[src/rtl/ft245_cmd_pkg.sv]
// Shared constants, parser state encoding and response byte selection for the FT245 command parser.
package ft245_cmd_pkg;

  localparam logic [7:0] SYNC_RX = 8'hA5;
  localparam logic [7:0] SYNC_TX = 8'h5A;
  localparam logic [7:0] CMD_WR  = 8'h01;
  localparam logic [7:0] CMD_RD  = 8'h02;

  localparam int unsigned PKT_LEN  = 6;
  localparam int unsigned RESP_LEN = 5;
  localparam int unsigned IDX_W    = 3;

  typedef enum logic [3:0] {
    ST_HUNT,
    ST_CMD,
    ST_ADDR,
    ST_DH,
    ST_DL,
    ST_CHK,
    ST_EXEC,
    ST_WAIT_RD,
    ST_RESP
  } state_e;

  // Response frame: 5A ADDR RDH RDL CHK
  function automatic logic [7:0] resp_byte(input logic [IDX_W-1:0] idx,
                                           input logic [7:0]       addr,
                                           input logic [15:0]      rdata);
    logic [7:0] b;
    case (idx)
      IDX_W'(1): b = addr;
      IDX_W'(2): b = rdata[15:8];
      IDX_W'(3): b = rdata[7:0];
      IDX_W'(4): b = addr ^ rdata[15:8] ^ rdata[7:0];
      default:   b = SYNC_TX;
    endcase
    return b;
  endfunction

endpackage

[src/rtl/ft245_resp_tx.sv]
// Read-response serializer: loads {addr,rdata} on a one-cycle pulse and streams the
// 5-byte frame over a valid/ready handshake; done_c flags acceptance of the last byte.
module ft245_resp_tx
  import ft245_cmd_pkg::*;
(
  input  logic        clk,
  input  logic        rst_n_i,
  input  logic        load_i,
  input  logic [7:0]  addr_i,
  input  logic [15:0] rdata_i,
  input  logic        tx_ready_i,
  output logic [7:0]  tx_byte_o,
  output logic        tx_valid_o,
  output logic        done_c
);

  logic [IDX_W-1:0] idx_q;
  logic [IDX_W-1:0] idx_nxt_c;
  logic [7:0]       addr_q;
  logic [15:0]      rdata_q;
  logic             last_c;

  assign idx_nxt_c = idx_q + IDX_W'(1);
  assign last_c    = (idx_q == IDX_W'(RESP_LEN - 1));
  assign done_c    = tx_valid_o && tx_ready_i && last_c;

  // tx_byte_o only advances on an accepted transfer, so it is stable while stalled
  always_ff @(posedge clk) begin
    if (!rst_n_i) begin
      idx_q      <= '0;
      addr_q     <= '0;
      rdata_q    <= '0;
      tx_byte_o  <= '0;
      tx_valid_o <= 1'b0;
    end else if (load_i) begin
      idx_q      <= '0;
      addr_q     <= addr_i;
      rdata_q    <= rdata_i;
      tx_byte_o  <= SYNC_TX;
      tx_valid_o <= 1'b1;
    end else if (tx_valid_o && tx_ready_i) begin
      if (last_c) begin
        tx_valid_o <= 1'b0;
      end else begin
        idx_q     <= idx_nxt_c;
        tx_byte_o <= resp_byte(idx_nxt_c, addr_q, rdata_q);
      end
    end
  end

endmodule

[src/rtl/ft245_cmd_parser.sv]
// FT245 6-byte command framer issuing register write/read strobes and read responses.
// Optional inter-byte idle timeout is enabled by defining RX_TIMEOUT_EN.
module ft245_cmd_parser
  import ft245_cmd_pkg::*;
#(
  parameter int unsigned TIMEOUT_CYCLES = 100000
) (
  input  logic        clk,
  input  logic        _reset,
  input  logic [7:0]  rx_byte,
  input  logic        rx_valid,
  output logic [7:0]  reg_addr,
  output logic [15:0] reg_wdata,
  output logic        reg_we,
  output logic        reg_re,
  input  logic [15:0] reg_rdata,
  output logic [7:0]  tx_byte,
  output logic        tx_valid,
  input  logic        tx_ready,
  output logic        busy,
  output logic [7:0]  err_count
);

  state_e     state_q;
  logic [7:0] chk_q;
  logic [7:0] dh_q;
  logic       is_rd_q;
  logic       rd_wait_q;
  logic       load_c;
  logic       resp_done_c;
  logic       tmo_fire_c;
  logic       err_inc_c;
  logic       cmd_ok_c;

  assign cmd_ok_c = (rx_byte == CMD_WR) || (rx_byte == CMD_RD);
  // reg_rdata is valid the cycle after reg_re, i.e. the second WAIT_RD cycle
  assign load_c   = (state_q == ST_WAIT_RD) && rd_wait_q;

`ifdef RX_TIMEOUT_EN
  localparam int unsigned TMO_W = (TIMEOUT_CYCLES > 1) ? $clog2(TIMEOUT_CYCLES) : 1;
  logic [TMO_W-1:0] tmo_cnt_q;
  logic             in_pkt_c;

  assign in_pkt_c   = state_q inside {ST_CMD, ST_ADDR, ST_DH, ST_DL, ST_CHK};
  assign tmo_fire_c = in_pkt_c && !rx_valid && (tmo_cnt_q == TMO_W'(TIMEOUT_CYCLES - 1));

  always_ff @(posedge clk) begin
    if (!_reset || rx_valid || !in_pkt_c || tmo_fire_c) tmo_cnt_q <= '0;
    else                                                tmo_cnt_q <= tmo_cnt_q + TMO_W'(1);
  end
`else
  logic unused_tmo;
  assign unused_tmo = ^32'(TIMEOUT_CYCLES);
  assign tmo_fire_c = 1'b0;
`endif

  // Error sources are mutually exclusive by state, so one increment per cycle at most
  always_comb begin
    err_inc_c = tmo_fire_c;
    if (rx_valid) begin
      case (state_q)
        ST_CMD:                        err_inc_c = !cmd_ok_c;
        ST_CHK:                        err_inc_c = (rx_byte != chk_q);
        ST_EXEC, ST_WAIT_RD, ST_RESP:  err_inc_c = 1'b1;
        default:                       ;
      endcase
    end
  end

  always_ff @(posedge clk) begin
    if (!_reset) begin
      state_q   <= ST_HUNT;
      chk_q     <= '0;
      dh_q      <= '0;
      is_rd_q   <= 1'b0;
      rd_wait_q <= 1'b0;
      reg_addr  <= '0;
      reg_wdata <= '0;
      reg_we    <= 1'b0;
      reg_re    <= 1'b0;
      busy      <= 1'b0;
      err_count <= '0;
    end else begin
      reg_we <= 1'b0;
      reg_re <= 1'b0;
      if (err_inc_c && (err_count != 8'hFF)) err_count <= err_count + 8'd1;

      if (tmo_fire_c) begin
        state_q <= ST_HUNT;
      end else begin
        case (state_q)
          ST_HUNT: if (rx_valid && (rx_byte == SYNC_RX)) state_q <= ST_CMD;
          ST_CMD: if (rx_valid) begin
            is_rd_q <= (rx_byte == CMD_RD);
            chk_q   <= rx_byte;
            state_q <= cmd_ok_c ? ST_ADDR : ST_HUNT;
          end
          ST_ADDR: if (rx_valid) begin
            reg_addr <= rx_byte;
            chk_q    <= chk_q ^ rx_byte;
            state_q  <= ST_DH;
          end
          ST_DH: if (rx_valid) begin
            dh_q    <= rx_byte;
            chk_q   <= chk_q ^ rx_byte;
            state_q <= ST_DL;
          end
          ST_DL: if (rx_valid) begin
            reg_wdata <= {dh_q, rx_byte};
            chk_q     <= chk_q ^ rx_byte;
            state_q   <= ST_CHK;
          end
          ST_CHK: if (rx_valid) begin
            if (rx_byte == chk_q) begin
              state_q <= ST_EXEC;
              busy    <= 1'b1;
            end else begin
              state_q <= ST_HUNT;
            end
          end
          ST_EXEC: begin
            if (is_rd_q) begin
              reg_re    <= 1'b1;
              rd_wait_q <= 1'b0;
              state_q   <= ST_WAIT_RD;
            end else begin
              reg_we  <= 1'b1;
              busy    <= 1'b0;
              state_q <= ST_HUNT;
            end
          end
          ST_WAIT_RD: begin
            rd_wait_q <= 1'b1;
            if (rd_wait_q) state_q <= ST_RESP;
          end
          ST_RESP: if (resp_done_c) begin
            busy    <= 1'b0;
            state_q <= ST_HUNT;
          end
          default: state_q <= ST_HUNT;
        endcase
      end
    end
  end

  ft245_resp_tx u_resp_tx (
    .clk        (clk),
    .rst_n_i    (_reset),
    .load_i     (load_c),
    .addr_i     (reg_addr),
    .rdata_i    (reg_rdata),
    .tx_ready_i (tx_ready),
    .tx_byte_o  (tx_byte),
    .tx_valid_o (tx_valid),
    .done_c     (resp_done_c)
  );

endmodule
[config.mk]
export PLATFORM = sky130hd
export DESIGN_NAME = ft245_cmd_parser
export DESIGN_NICKNAME = d
export VERILOG_FILES = /design/src/rtl/ft245_cmd_pkg.sv /design/src/rtl/ft245_resp_tx.sv /design/src/rtl/ft245_cmd_parser.sv
export SDC_FILE = /design/constraint.sdc
export NUM_CORES = 1
export LEC_CHECK = 0
export ABC_AREA = 1
export BUFFER_PORTS_ARGS = -buffer_cell sky130_fd_sc_hd__buf_2
export CAP_MARGIN = 20
export CORE_AREA = 2 2 92 94
export CTS_BUF_LIST = sky130_fd_sc_hd__clkbuf_2
export CTS_CLUSTER_SIZE = 30
export DETAILED_ROUTE_END_ITERATION = 10
export DIE_AREA = 0 0 94 96
export PLACE_DENSITY = 0.79
export SYNTH_ARGS = -nofsm -noshare
export SYNTH_HDL_FRONTEND = slang
export SYNTH_HIERARCHICAL = 1
export SYNTH_SLANG_ARGS = --single-unit
[constraint.sdc]
create_clock -name clk -period 2 [get_ports clk]
set_input_delay 0.3 -clock clk [delete_from_list [all_inputs] [get_ports clk]]
set_output_delay 0.3 -clock clk [all_outputs]
set_load 0.01 [all_outputs]
* Yosys cells after proc, flatten, opt, wreduce, memory -nomap -nowiden
Cells that the tools add are included.
** Word-level totals
- Register bits :: 93
- Bits of input ports :: 28
- Logic and storage cells :: 117
- Output and inout bits :: 44
** Operators by class
- Add/sub/neg operators :: 2
- Bitwise logic cells :: 5
- Mux-type cells :: 33
- Eq/ne operators :: 32
- Reduce and logical (&&, ||, !) cells :: 28
** Operators by type and width (number)
- $pmux 4 s9 :: 1
- $mux 4 :: 8
- $pmux 8 s4 :: 1
- $ne 2x2->1 const B :: 12
- $xor 8x8->8 :: 3
- $mux 7 :: 3
- $reduce_and 2->1 :: 9
- $eq 4x3->1 const B :: 4
- $mux 8 :: 2
- $pmux 8 s2 :: 1
- $mux 1 :: 11
- $add 8x1->8 const B :: 1
- $eq 4x2->1 const B :: 2
- $eq 8x1->1 const B :: 1
- $eq 8x2->1 const B :: 1
- $eq 8x8->1 :: 1
- $eq 8x8->1 const B :: 1
- $ne 8x8->1 :: 1
- $ne 8x8->1 const B :: 1
- $reduce_and 8->1 :: 1
- $reduce_bool 2->1 :: 4
- $eq 3x2->1 const B :: 2
- $eq 3x3->1 const B :: 2
- $mux 3 :: 2
- other kinds (18) :: 25

* Depth between registers and ports, before layout
- Word-level depth :: 6
- Mapped depth :: 13

* Cells and area by module
The synthesis kept the hierarchy.
** By module, submodules not included
- ft245_cmd_parser :: instances 1, cells an instance 390, area each 2748.9 um^2, seq. area each 1141.1 um^2
- ft245_resp_tx :: instances 1, cells an instance 265, area each 1835.5 um^2, seq. area each 720.7 um^2

* Worst setup path before layout
Ideal clock, no wire load.
- Path kind :: reg2reg
- From :: reg u_resp_tx.idx_q[0]
- To :: reg state_q[1]
- Setup time :: 132 ps
- Required time :: 1868 ps
- Setup slack :: 418 ps
- Clock period less this slack :: 1582 ps
- Data arrival time :: 1450 ps
- Cell stages (with the launch flop) :: 14
- Path buffers :: 1
- Path through :: dfxtp_1 -> inv_1 -> ha_1 -> buf_2 -> nand2_2 -> nor2_1 -> inv_1 -> nand4_1 -> nand2_1 -> inv_1 -> nand2_1 -> nor2_4 -> nand2_1 -> a21oi_1
** Between the ends
- Word-level cells in the longest chain between the ends :: 4
** Ends and longest elaborated chain
- start: declaration :: RTL line ft245_resp_tx.sv:17 : logic [IDX_W-1:0] idx_q;
- start signal: assignment :: RTL line ft245_resp_tx.sv:45 : idx_q <= idx_nxt_c;
- $eq 3x3->1 :: RTL line ft245_resp_tx.sv:24 : assign last_c = (idx_q == IDX_W'(RESP_LEN - 1));
- $logic_and 1x1->1 :: RTL line ft245_resp_tx.sv:25 : assign done_c = tx_valid_o && tx_ready_i && last_c;
- via resp_done_c :: RTL line ft245_cmd_parser.sv:30 : logic resp_done_c;
- $ne 2x2->1 (no source line)
- $reduce_and 8->1 (no source line)
- end signal: assignment :: RTL line ft245_cmd_parser.sv:96 : state_q <= cmd_ok_c ? ST_ADDR : ST_HUNT;
- end: declaration :: RTL line ft245_cmd_parser.sv:24 : state_e state_q;
The timed path passes the listed nets, and every way through them passes these cells.
A chain may end at the register's enable or synchronous reset.

* Final worst setup path
- From :: reg state_q[3]
- To :: reg u_resp_tx.addr_q[5]
** Between the ends
- Word-level cells in the longest chain between the ends :: 2
** Ends and longest elaborated chain
- $eq 4x3->1 :: RTL line ft245_cmd_parser.sv:37 : assign load_c = (state_q == ST_WAIT_RD) && rd_wait_q;
- $logic_and 1x1->1 :: RTL line ft245_cmd_parser.sv:37
- via load_c :: RTL line ft245_cmd_parser.sv:29 : logic load_c;
- end signal: assignment :: RTL line ft245_resp_tx.sv:37 : addr_q <= addr_i;
- end: declaration :: RTL line ft245_resp_tx.sv:19 : logic [7:0] addr_q;
The timed path passes the listed nets, and every way through them passes these cells.

==> results.py <==
metrics = {
    "outcome": {
        "outcome": "complete, no violations",
    },
    "layout": {
        "final_nets": 768,
        "diodes": 0,
        "drive_gt1_share_pct": 17.46,
        "syn_to_final_growth_pct": 15.67,
        "fin_area_um2": 5303,
    },
    "setup_path": {
        "r2r-end": "u_resp_tx/addr_q[5]$_SDFFE_PN0P_",
        "regToRegSetupSlack_ps": 250,
        "worstPathRequired_ps": 2490,
        "crit_arrival_ps": 2250,
        "cp_max_fo": 25,
        "r2r_start": "state_q[3]$_SDFFE_PN0P_",
        "r2r_cells": 9,
        "startpoint_type": "flop",
        "crit_type": "flop to flop",
        "cp-end-kind": "flop",
    },
    "clock_network": {
        "cts_buffers": 9,
        "cts-htree-levels": 3,
        "clkSinkCount": 93,
        "cts_root_buffer": "clkbuf_2",
        "cts_tree": "yes",
        "clk_latency_ps": 570,
        "post-cts-setup-buffer-count": 0,
        "cts_buffer_depth": 2,
        "clkSlewWorstSetupHoldPaths_ps": 260,
    },
    "detailed_routing": {
        "drt_wl_total_um": 11270,
        "drc_errors": 0,
        "drt-vias-per-instance": 5.444,
        "vias": 4595,
        "first_pass_iters": 5,
        "drt_iter0_drc": 207,
        "post_drt_wl_per_cell_um": 13.36,
        "ant_nets": 0,
    },
    "yosys": {
        "ys_seq_elements": 93,
        "synth_flop_cell": "dfxtp_1",
        "syn_area_um2": 4584,
        "synth_common_cells": "137 x nand2_1, 93 x dfxtp_1, 88 x nand3_1, 76 x a21oi_1, 66 x nor2_1",
        "yosysMostFrequentCell": "nand2_1",
        "ys_async_sr_fraction_pct": 0,
        "syn-instance-count": 655,
        "synth_seq_area_share_pct": 40.61,
        "syn_nets": 689,
        "synth_edf_count": 0,
        "ys_warn_count": 6,
        "synth_top_area_share_pct": 40.61,
        "yosysUniqueCellTypes": 33,
        "syn_area_per_cell_um2": 6.999,
        "synth_area_leaders": "dfxtp_1 41%, nand2_1 11%, nand3_1 9.6%",
        "yosys.area.top_type": "dfxtp_1",
    },
    "min_path": {
        "whs_path_depth": 3,
        "hold_start": "reg_rdata[8]",
        "hold-path-endpoint": "u_resp_tx/rdata_q[8]$_SDFFE_PN0P_",
        "hold_class": "primary input to flop",
    },
    "floorplanning": {
        "die-width_um": 94,
        "die_height_um": 96,
        "num_io_pins": 72,
        "rows": 33,
        "initial_core_util_pct": 56.94,
        "coreArea_um2": 8051,
        "die-area_um2": 9024,
    },
    "power_and_ir_drop": {
        "clock_power_share_pct": 33.1,
        "p_comb_share_pct": 7.9,
        "peakVddDrop_uv": 369.0,
        "seq_power_share_pct": 59.0,
        "power.density_nw_per_um2": 602.4,
        "power.switching_w": 0.0008125,
        "power_switching_share_pct": 25.44,
        "internal_power_w": 0.002382,
        "power_leakage_nw": 2.350,
    },
    "placement": {
        "place_hpwl_um": 7979,
        "gp_congestion": 0.8489,
        "dpl_cell_area_um2": 5025,
        "portBuffers": 71,
    },
    "sta": {
        "max_clock_freq_mhz": 569.8,
        "period_share_pct": 87.74,
        "rsz0062_at_grt": "false",
        "final_max_slew_viol_count": 0,
        "min_period_ps": 1755,
        "finalClockSkew_ps": 29.55,
        "finalHoldViolations": 0,
        "setup_viol": 0,
        "max_slew_margin_pct": 67.28,
        "tightest_slew_ps": 489.6,
        "finalSetupTns_ps": 0,
    },
    "grt": {
        "track_usage_pct": 25.75,
        "antenna_found_initial": 0,
        "grt_pass1_vias": 4157,
        "grt_pass1_wl_um": 18530,
        "grt_max_degree": 29,
        "grt_remaining_overflow": 0,
    },
    "job": {
        "drv_cap": 0,
    },
}
-- flip-flops by register name (all words and copies together) (netlist names) --
register,flops
busy,1
chk_q,8
dh_q,8
err_count,8
is_rd_q,1
rd_wait_q,1
reg_addr,8
reg_re,1
reg_wdata,16
reg_we,1
state_q,4
u_resp_tx/addr_q,8
u_resp_tx/idx_q,3
u_resp_tx/rdata_q,16
u_resp_tx/tx_byte_o,8
u_resp_tx/tx_valid_o,1
-- stage by stage --
stage	hold slack, ps	utilization, %	power (W)	setup WS (ps)	cells
after detailed placement	438.4	62.41	0.002143	319.8	814
after global placement	435.8	62.41	0.002136	386.9	814
after floorplan	419.5	-	0.002061	418.1	655
after global routing	5.323	65.86	0.003340	31.83	844
after CTS	1.024	65.59	0.003208	231.0	842
final	7.944	65.86	0.003194	245.1	844
-- cells in the final DEF, fill, tap and decap left out, drive strengths merged --
cell / netlist / final
a21oi: 78 / 78
clkbuf: 13 / 10
nor2: 71 / 71
nand3: 92 / 92
ha: 6 / 6
clkinv: 0 / 3
a211oi: 1 / 1
nand2: 150 / 150
buf: 15 / 82
nand3b: 3 / 3
bufinv: 0 / 2
inv: 56 / 57
xnor2: 4 / 4
o21ai: 59 / 59
nand4: 2 / 2
xor2: 7 / 7
nor3: 5 / 5
dfxtp: 93 / 93
dlygate4sd3: 0 / 14
-- final cells by class --
cell class	count	area (µm²)
fill	742	2749
inverter	56	210.2
clock buffer	10	50.05
tap	105	131.4
timing repair buffer	96	590.6
sequential	93	1863
multi-input combinational	478	2371
clock inverter	6	86.33
-- worst max-delay path: stages, from the launching register on --
cell and delay [ps]:
dfxtp_1 440, inv_1 90, nand2_4 130, inv_1 80, nand3_1 100, inv_1 60, inv_1 230, buf_4 320
o21ai_0 110, a21oi_1 140
-- kinds of logic after synthesis --
family                   count (synthesis)  share of synthesized area [%]
adder cells (fa/ha/maj)                  6                          1.638
flip-flops                              93                          40.61
AO/OA/AOI/OAI                          138                          15.61
buffers and inverters                   84                          7.669
AND/OR/NAND/NOR                        323                          32.37
XOR/XNOR                                11                          2.101
-- power by group through the flow --
| stage | clock, W | sequential [W] | combinational [W] |
|---|---|---|---|
| floorplan | 0 | 0.00192 | 0.000145 |
| global placement | 0 | 0.00192 | 0.000218 |
| detailed placement | 0 | 0.00192 | 0.000224 |
| CTS | 0.00108 | 0.00188 | 0.000245 |
| global route | 0.00117 | 0.00189 | 0.000280 |
| finish | 0.00106 | 0.00188 | 0.000251 |
-- how the worst max path moves through the flow --
stage / to / cells past startpoint / startpoint / slack (ps)
finish: u_resp_tx/addr_q[5]$_SDFFE_PN0P_ / 9 / state_q[3]$_SDFFE_PN0P_ / 250
global route: state_q[2]$_SDFFE_PN0P_ / 12 / u_resp_tx/idx_q[0]$_SDFFE_PP0P_ / 30
CTS: state_q[2]$_SDFFE_PN0P_ / 11 / u_resp_tx/idx_q[0]$_SDFFE_PP0P_ / 230
detailed placement: state_q[0]$_SDFFE_PN0P_ / 11 / u_resp_tx/idx_q[0]$_SDFFE_PP0P_ / 320
global placement: state_q[1]$_SDFFE_PN0P_ / 11 / u_resp_tx/idx_q[0]$_SDFFE_PP0P_ / 390
floorplan: state_q[1]$_SDFFE_PN0P_ / 13 / u_resp_tx/idx_q[0]$_SDFFE_PP0P_ / 420
-- repair_timing --
action,CTS,global route
hold buffers,12,2
endpoints found under the hold margin,12,2
setup endpoints to repair,0,2
resized for setup,0,1
-- per-layer routing --
layer  track usage, %  vias up  part of all wire (%)
li1                 -     2304                     -
met1            32.00     2136                    43
met2            44.88      141                    50
met3            3.837       14                   5.4
met4            10.51        0                   1.4
met5                0        -                     0
(Power assumes the default switching activity.)
